## src/rtl/counter_pkg.sv

```systemverilog
// +------------------------------------------------------------------+
// | counter_pkg: mode encodings and width helper for mod_counter     |
// | Rev 1.0                                                          |
// +------------------------------------------------------------------+
`default_nettype none

package counter_pkg;

  localparam logic [1:0] MODE_WRAP    = 2'b00;
  localparam logic [1:0] MODE_SAT     = 2'b01;
  localparam logic [1:0] MODE_ONESHOT = 2'b10;

  // Bits needed to hold 0..n-1; never less than one bit.
  function automatic int clog2w(input int n);
    int r;
    r = 0;
    for (int i = 0; i < 32; i++) begin
      if ((64'd1 << r) < 64'(n)) r = r + 1;
    end
    return (r < 1) ? 1 : r;
  endfunction

endpackage

`default_nettype wire

```

## src/rtl/mod_counter_next.sv

```systemverilog
// +------------------------------------------------------------------+
// | mod_counter_next: next-count and terminal detect for mod_counter |
// | Rev 1.0                                                          |
// +------------------------------------------------------------------+
`default_nettype none

module mod_counter_next
  import counter_pkg::*;
#(
  parameter int MOD = 8,
  parameter int W   = clog2w(MOD)
) (
  input  logic [W-1:0] q,
  input  logic         up,
  input  logic [1:0]   mode,
  output logic [W-1:0] q_next,
  output logic         term_evt
);

  localparam logic [W:0]   c_MOD = (W+1)'(MOD);
  localparam logic [W-1:0] c_TOP = W'(MOD - 1);

  logic [W:0]   w_inc;
  logic [W-1:0] w_dec;
  logic         w_hold;

  // Increment is one bit wider so reaching MOD is seen without W-bit rollover.
  assign w_inc  = {1'b0, q} + (W+1)'(1);
  assign w_dec  = q - W'(1);
  assign w_hold = (mode == MODE_SAT) || (mode == MODE_ONESHOT);

  always_comb begin
    q_next   = q;
    term_evt = 1'b0;
    if (up) begin
      if (w_inc >= c_MOD) begin
        term_evt = 1'b1;
        q_next   = w_hold ? q : '0;
      end else begin
        q_next = w_inc[W-1:0];
      end
    end else begin
      if (q == '0) begin
        term_evt = 1'b1;
        q_next   = w_hold ? q : c_TOP;
      end else begin
        q_next = w_dec;
      end
    end
  end

endmodule

`default_nettype wire

```

## src/rtl/mod_counter.sv

```systemverilog
// +------------------------------------------------------------------+
// | mod_counter: modulo-N up/down counter with load and terminal modes|
// | Rev 1.0                                                          |
// +------------------------------------------------------------------+
`default_nettype none

module mod_counter
  import counter_pkg::*;
#(
  parameter int MOD     = 8,
  parameter int W       = clog2w(MOD),
  parameter int RST_VAL = 0
) (
  input  logic         clk,
  input  logic         rst,
  input  logic         en,
  input  logic         up,
  input  logic         load,
  input  logic [W-1:0] load_val,
  input  logic [1:0]   mode,
  output logic [W-1:0] q,
  output logic         tc,
  output logic         ovf,
  output logic         done
);

  localparam logic [W:0]   c_MOD  = (W+1)'(MOD);
  localparam logic [W-1:0] c_TOP  = W'(MOD - 1);
  localparam logic [W-1:0] c_RSTV = W'(RST_VAL);

  logic [W-1:0] r_q;
  logic         r_tc;
  logic         r_ovf;
  logic         r_done;

  logic [W-1:0] w_q_next;
  logic         w_term;
  logic [W-1:0] w_load_q;
  logic         w_step;

  mod_counter_next #(
    .MOD (MOD),
    .W   (W)
  ) u_next (
    .q        (r_q),
    .up       (up),
    .mode     (mode),
    .q_next   (w_q_next),
    .term_evt (w_term)
  );

  // Out-of-range load values clamp to the top of the count range.
  assign w_load_q = ({1'b0, load_val} >= c_MOD) ? c_TOP : load_val;
  assign w_step   = en && !r_done;

  always_ff @(posedge clk or posedge rst) begin
    if (rst) begin
      r_q    <= c_RSTV;
      r_tc   <= 1'b0;
      r_ovf  <= 1'b0;
      r_done <= 1'b0;
    end else if (load) begin
      r_q    <= w_load_q;
      r_tc   <= 1'b0;
      r_ovf  <= 1'b0;
      r_done <= 1'b0;
    end else if (w_step) begin
      r_q  <= w_q_next;
      r_tc <= w_term;
      if (w_term) begin
        r_ovf <= 1'b1;
        if (mode == MODE_ONESHOT) r_done <= 1'b1;
      end
    end else begin
      r_tc <= 1'b0;
    end
  end

  assign q    = r_q;
  assign tc   = r_tc;
  assign ovf  = r_ovf;
  assign done = r_done;

endmodule

`default_nettype wire

```

## config.mk

```make
export PLATFORM = sky130hd
export DESIGN_NAME = mod_counter
export DESIGN_NICKNAME = d
export VERILOG_FILES = /design/src/rtl/counter_pkg.sv /design/src/rtl/mod_counter_next.sv /design/src/rtl/mod_counter.sv
export SDC_FILE = /design/constraint.sdc
export NUM_CORES = 1
export LEC_CHECK = 0
export BUFFER_PORTS_ARGS = -buffer_cell sky130_fd_sc_hd__buf_2
export CORE_AREA = 2 2 39 41
export DETAILED_ROUTE_END_ITERATION = 10
export DIE_AREA = 0 0 41 43
export GPL_TIMING_DRIVEN = 0
export PLACE_DENSITY_LB_ADDON = 0.12
export RECOVER_POWER = 25
export SLEW_MARGIN = 20
export SYNTH_ARGS = -nofsm -noshare
export SYNTH_HDL_FRONTEND = slang
export SYNTH_HIERARCHICAL = 1
export SYNTH_SLANG_ARGS = --single-unit
```

## constraint.sdc

```tcl
create_clock -name clk -period 1.55 [get_ports clk]
set_input_delay 0.0775 -clock clk [delete_from_list [all_inputs] [get_ports clk]]
set_output_delay 0.0775 -clock clk [all_outputs]
set_load 0.02 [all_outputs]
```

==> key figures <==
Floorplanning
  – Core Region: ~1400 sq um
  – Die Wd: 41 um
  – Row count: 14
  – Die ar.: around 1800 sq um
  – Die height: between 40 and 50 um
  – Initial Utilization: 0.3734
  – IO Count: 16

Job
  – Max-Cap Viols: 0

Yosys
  – Register area share after synthesis: 0.2906
  – Top-area cell type share of the netlist area: 0.2906
  – Syn_nets: 66
  – Largest area contributor in the netlist: dfrtp_1
  – Cell variety after synth: 26
  – Synthesized area: just over 500 sq um
  – Mapped Avg Cell Area: 9.750 sq um
  – Synth top area cells: dfrtp_1 29%, ha_1 7.3%, inv_1 7.3%, nand4bb_1 6.5%, o311ai_2 6.3%
  – Cell count after synthesis: 53
  – Flops & latches, synth: 6
  – Synth Warn #: 6

Power
  – PD cells: between 800 and 900 nW/um^2
  – Sequential power share: 0.325
  – Leakage: approximately 0.34 nW
  – Net switching power: about 210 uW
  – VDD IR max: between 0.0003 and 0.0004 V
  – Gate power share: 0.412
  – Final Power: between 600 and 700 uW
  – Net Sw Frac: 0.3482
  – Int Pwr: approximately 400 uW
  – Clock Power Share: 0.264

Global routing
  – First-pass GRT wire length: ~1900 um
  – Initial antenna violation count: 0
  – GRT Util Overall: 0.1583
  – Vias in the first global route: between 400 and 500
  – Remaining global-route overflow: 0
  – Largest net degree at the start of global routing: 11

Layout
  – Antenna diodes: 0
  – # nets final: 91
  – Area grow syn2layout: 38.74%
  – Layout cells sized above 1: 0.4935
  – Non-Filler Instances: 93
  – Fillcell total: ~130

Detailed routing
  – Vias post-DR: 470
  – WL per Instance: 12.41 um
  – Drt drc: 0
  – DRT iter0 DRCs: 8
  – Total routed wirelength: around 1200 um
  – Vias per cell: about 5.1
  – Number of routed nets with antenna violations: 0
  – 1st-pass router iterations: 5

Status
  – Status: finished, violations left
  – Failing checks: setup timing

Setup path
  – Critical Path RT: 1660 ps
  – CP peak stage delay: between 400 and 500 ps
  – Crit Path Max Fanout: 5
  – WS Path Type: flip-flop to flip-flop
  – Endpoint class of the critical path: flip-flop
  – Worst-path cell chain: inv_4 > ha_4 > mux2i_1 > mux4_2 > nand4bb_1 > o311ai_2
  – CP arrival: around 1700 ps
  – Slowest stage cell, crit path: mux4_2
  – Setup crit start kind: flip-flop

Placed design
  – Dpl ws: -87.60 ps
  – Placed cell count: 84
  – Port Buffer Count: 15
  – Dpl hpwl: around 860 um
  – Routability cong.: 0.7199

STA
  – Skew final: 6.186 ps
  – Fin Setup TNS: -84.51 ps
  – Hold Vio Cnt, Final: 0
  – Fin crit share: 1.036
  – Final setup margin: -56.31 ps
  – RSZ-0062 raised after global routing: yes
  – # setup viols final: 2
  – Fin. max-slew vios: 0
  – Hold Slack: between 50 and 60 ps
  – Slew Limit Headroom: 0.8161
  – FMAX: 0.6225 GHz
  – Tightest Pin Transition: 275.8 ps
  – Fin crit period: about 1600 ps

Clocking
  – Skew-Pair Late Insertion Delay: between 200 and 300 ps
  – Sinks on Clock Net: 6
  – CTS root buf: clkbuf_4
  – Clock slew at the register clock pins of the worst setup and hold paths: roughly 50 ps
  – Number of H-tree levels: 1
  – Max clock buf depth: 2
  – CTS tree: yes
  – CTS buffer count: 3

Min path
  – Hold Crit Class: input pin to flip-flop
[area by class of cell]
type	instances	area, sq um	area share
Multi-Input combinational cell	36	352.8	0.4921
Sequential cell	6	152.6	0.2129
Timing Repair Buffer	20	115.1	0.1606
Inverter	10	42.54	0.05934
Clock buffer	4	26.28	0.03665
Tap cell	16	20.02	0.02792
Buffer	1	7.507	0.01047
[power by group through the flow]
stage	clock [mW]	combinational [mW]	sequential, mW
floorplan	0	0.134	0.214
global route	0.175	0.274	0.202
CTS	0.163	0.243	0.195
global placement	0	0.203	0.203
detailed placement	0	0.207	0.203
finish	0.160	0.250	0.197
[cell usage in the layout (no fill, tap or decap), types with 2 or more instances in the layout]
cell type	n
inv_1	7
dfrtp_1	4
dfrtp_2	2
nor2_1	2
mux2i_1	3
nand4bb_1	3
clkbuf_4	3
inv_4	2
buf_2	15
a21oi_1	2
nand2_1	4
o311ai_2	2
ha_4	2
buf_4	5
[per-stage QoR]
stage / utilization / area, sq um
2_1_floorplan: - / 534.3
4_1_cts: 0.5054 / 699.4
5_1_grt: 0.5181 / 716.9
6_report: 0.5181 / 716.9
3_3_place_gp: 0.4548 / 629.4
3_5_place_dp: 0.4548 / 629.4
[registers in the layout, indices dropped and copies added, names as in the netlist]
| register | count |
|---|---|
| done | 1 |
| tc | 1 |
| q | 3 |
| ovf | 1 |
[final timing paths]
path	start	endpoint	slack, ps	cells after the start
max in group asynchronous	rst	q[1]	1050	3
max reg2reg	q[1]	q[2]	-60	6
min reg2reg	ovf	ovf	500	2
max	q[1]	q[2]	-60	6
min in group asynchronous	rst	tc	280	3
min	load_val[1]	q[1]	50	3
[metal layers]
layer / vias up / track usage / wire (um)
li1: 239 / - / -
met1: 223 / 0.1857 / 516
met2: 8 / 0.2750 / 609
met3: 0 / 0 / 28
met4: 0 / 0.08000 / 0
met5: - / 0 / 0
[synth_stat cells]
| library cell | n |
|---|---|
| a21oi_1 | 2 |
| a221o_1 | 1 |
| a221o_2 | 1 |
| a31oi_1 | 1 |
| buf_4 | 1 |
| dfrtp_1 | 6 |
| ha_1 | 3 |
| inv_1 | 10 |
| mux2i_1 | 3 |
| mux4_2 | 1 |
| nand2_1 | 5 |
| nand2b_1 | 1 |
| nand3_1 | 1 |
| nand3b_1 | 1 |
| nand4b_1 | 1 |
| nand4bb_1 | 3 |
| nor2_1 | 2 |
| nor2b_4 | 1 |
| nor3b_1 | 1 |
| o21ai_0 | 1 |
| o22ai_1 | 1 |
| o311ai_1 | 1 |
| o311ai_2 | 2 |
| o31ai_1 | 1 |
| xnor2_1 | 1 |
| xor2_2 | 1 |
[repair_timing]
| item | CTS | global route |
|---|---|---|
| setup buffers | 4 | 0 |
| endpoints found under the hold margin | 6 | 0 |
| pin swaps | 2 | 2 |
| setup endpoints to repair | 3 | 3 |
| hold buffers | 1 | 0 |
| gates resized for setup | 3 | 4 |
[kinds of logic (layout without fill, tap and decap cells)]
group,after synthesis,in the layout,share of synthesized area
flip-flops,6,6,0.2905
AND/OR/NAND/NOR,16,16,0.2107
XOR/XNOR,2,2,0.04844
AO/OA/AOI/OAI,11,11,0.1889
multiplexers,4,4,0.1017
buffers and inverters,11,35,0.08718
adder cells (fa/ha/maj),3,3,0.07265
[critical path: cells and delay by family, from the launching register on]
kind,cells,cell delay (ps)
mux,2,570
flops,1,420
fa+ha+maj,1,170
simple gates,1,130
compound gates,1,110
buf+inv,1,60
Power figures use the tool's default switching activity.
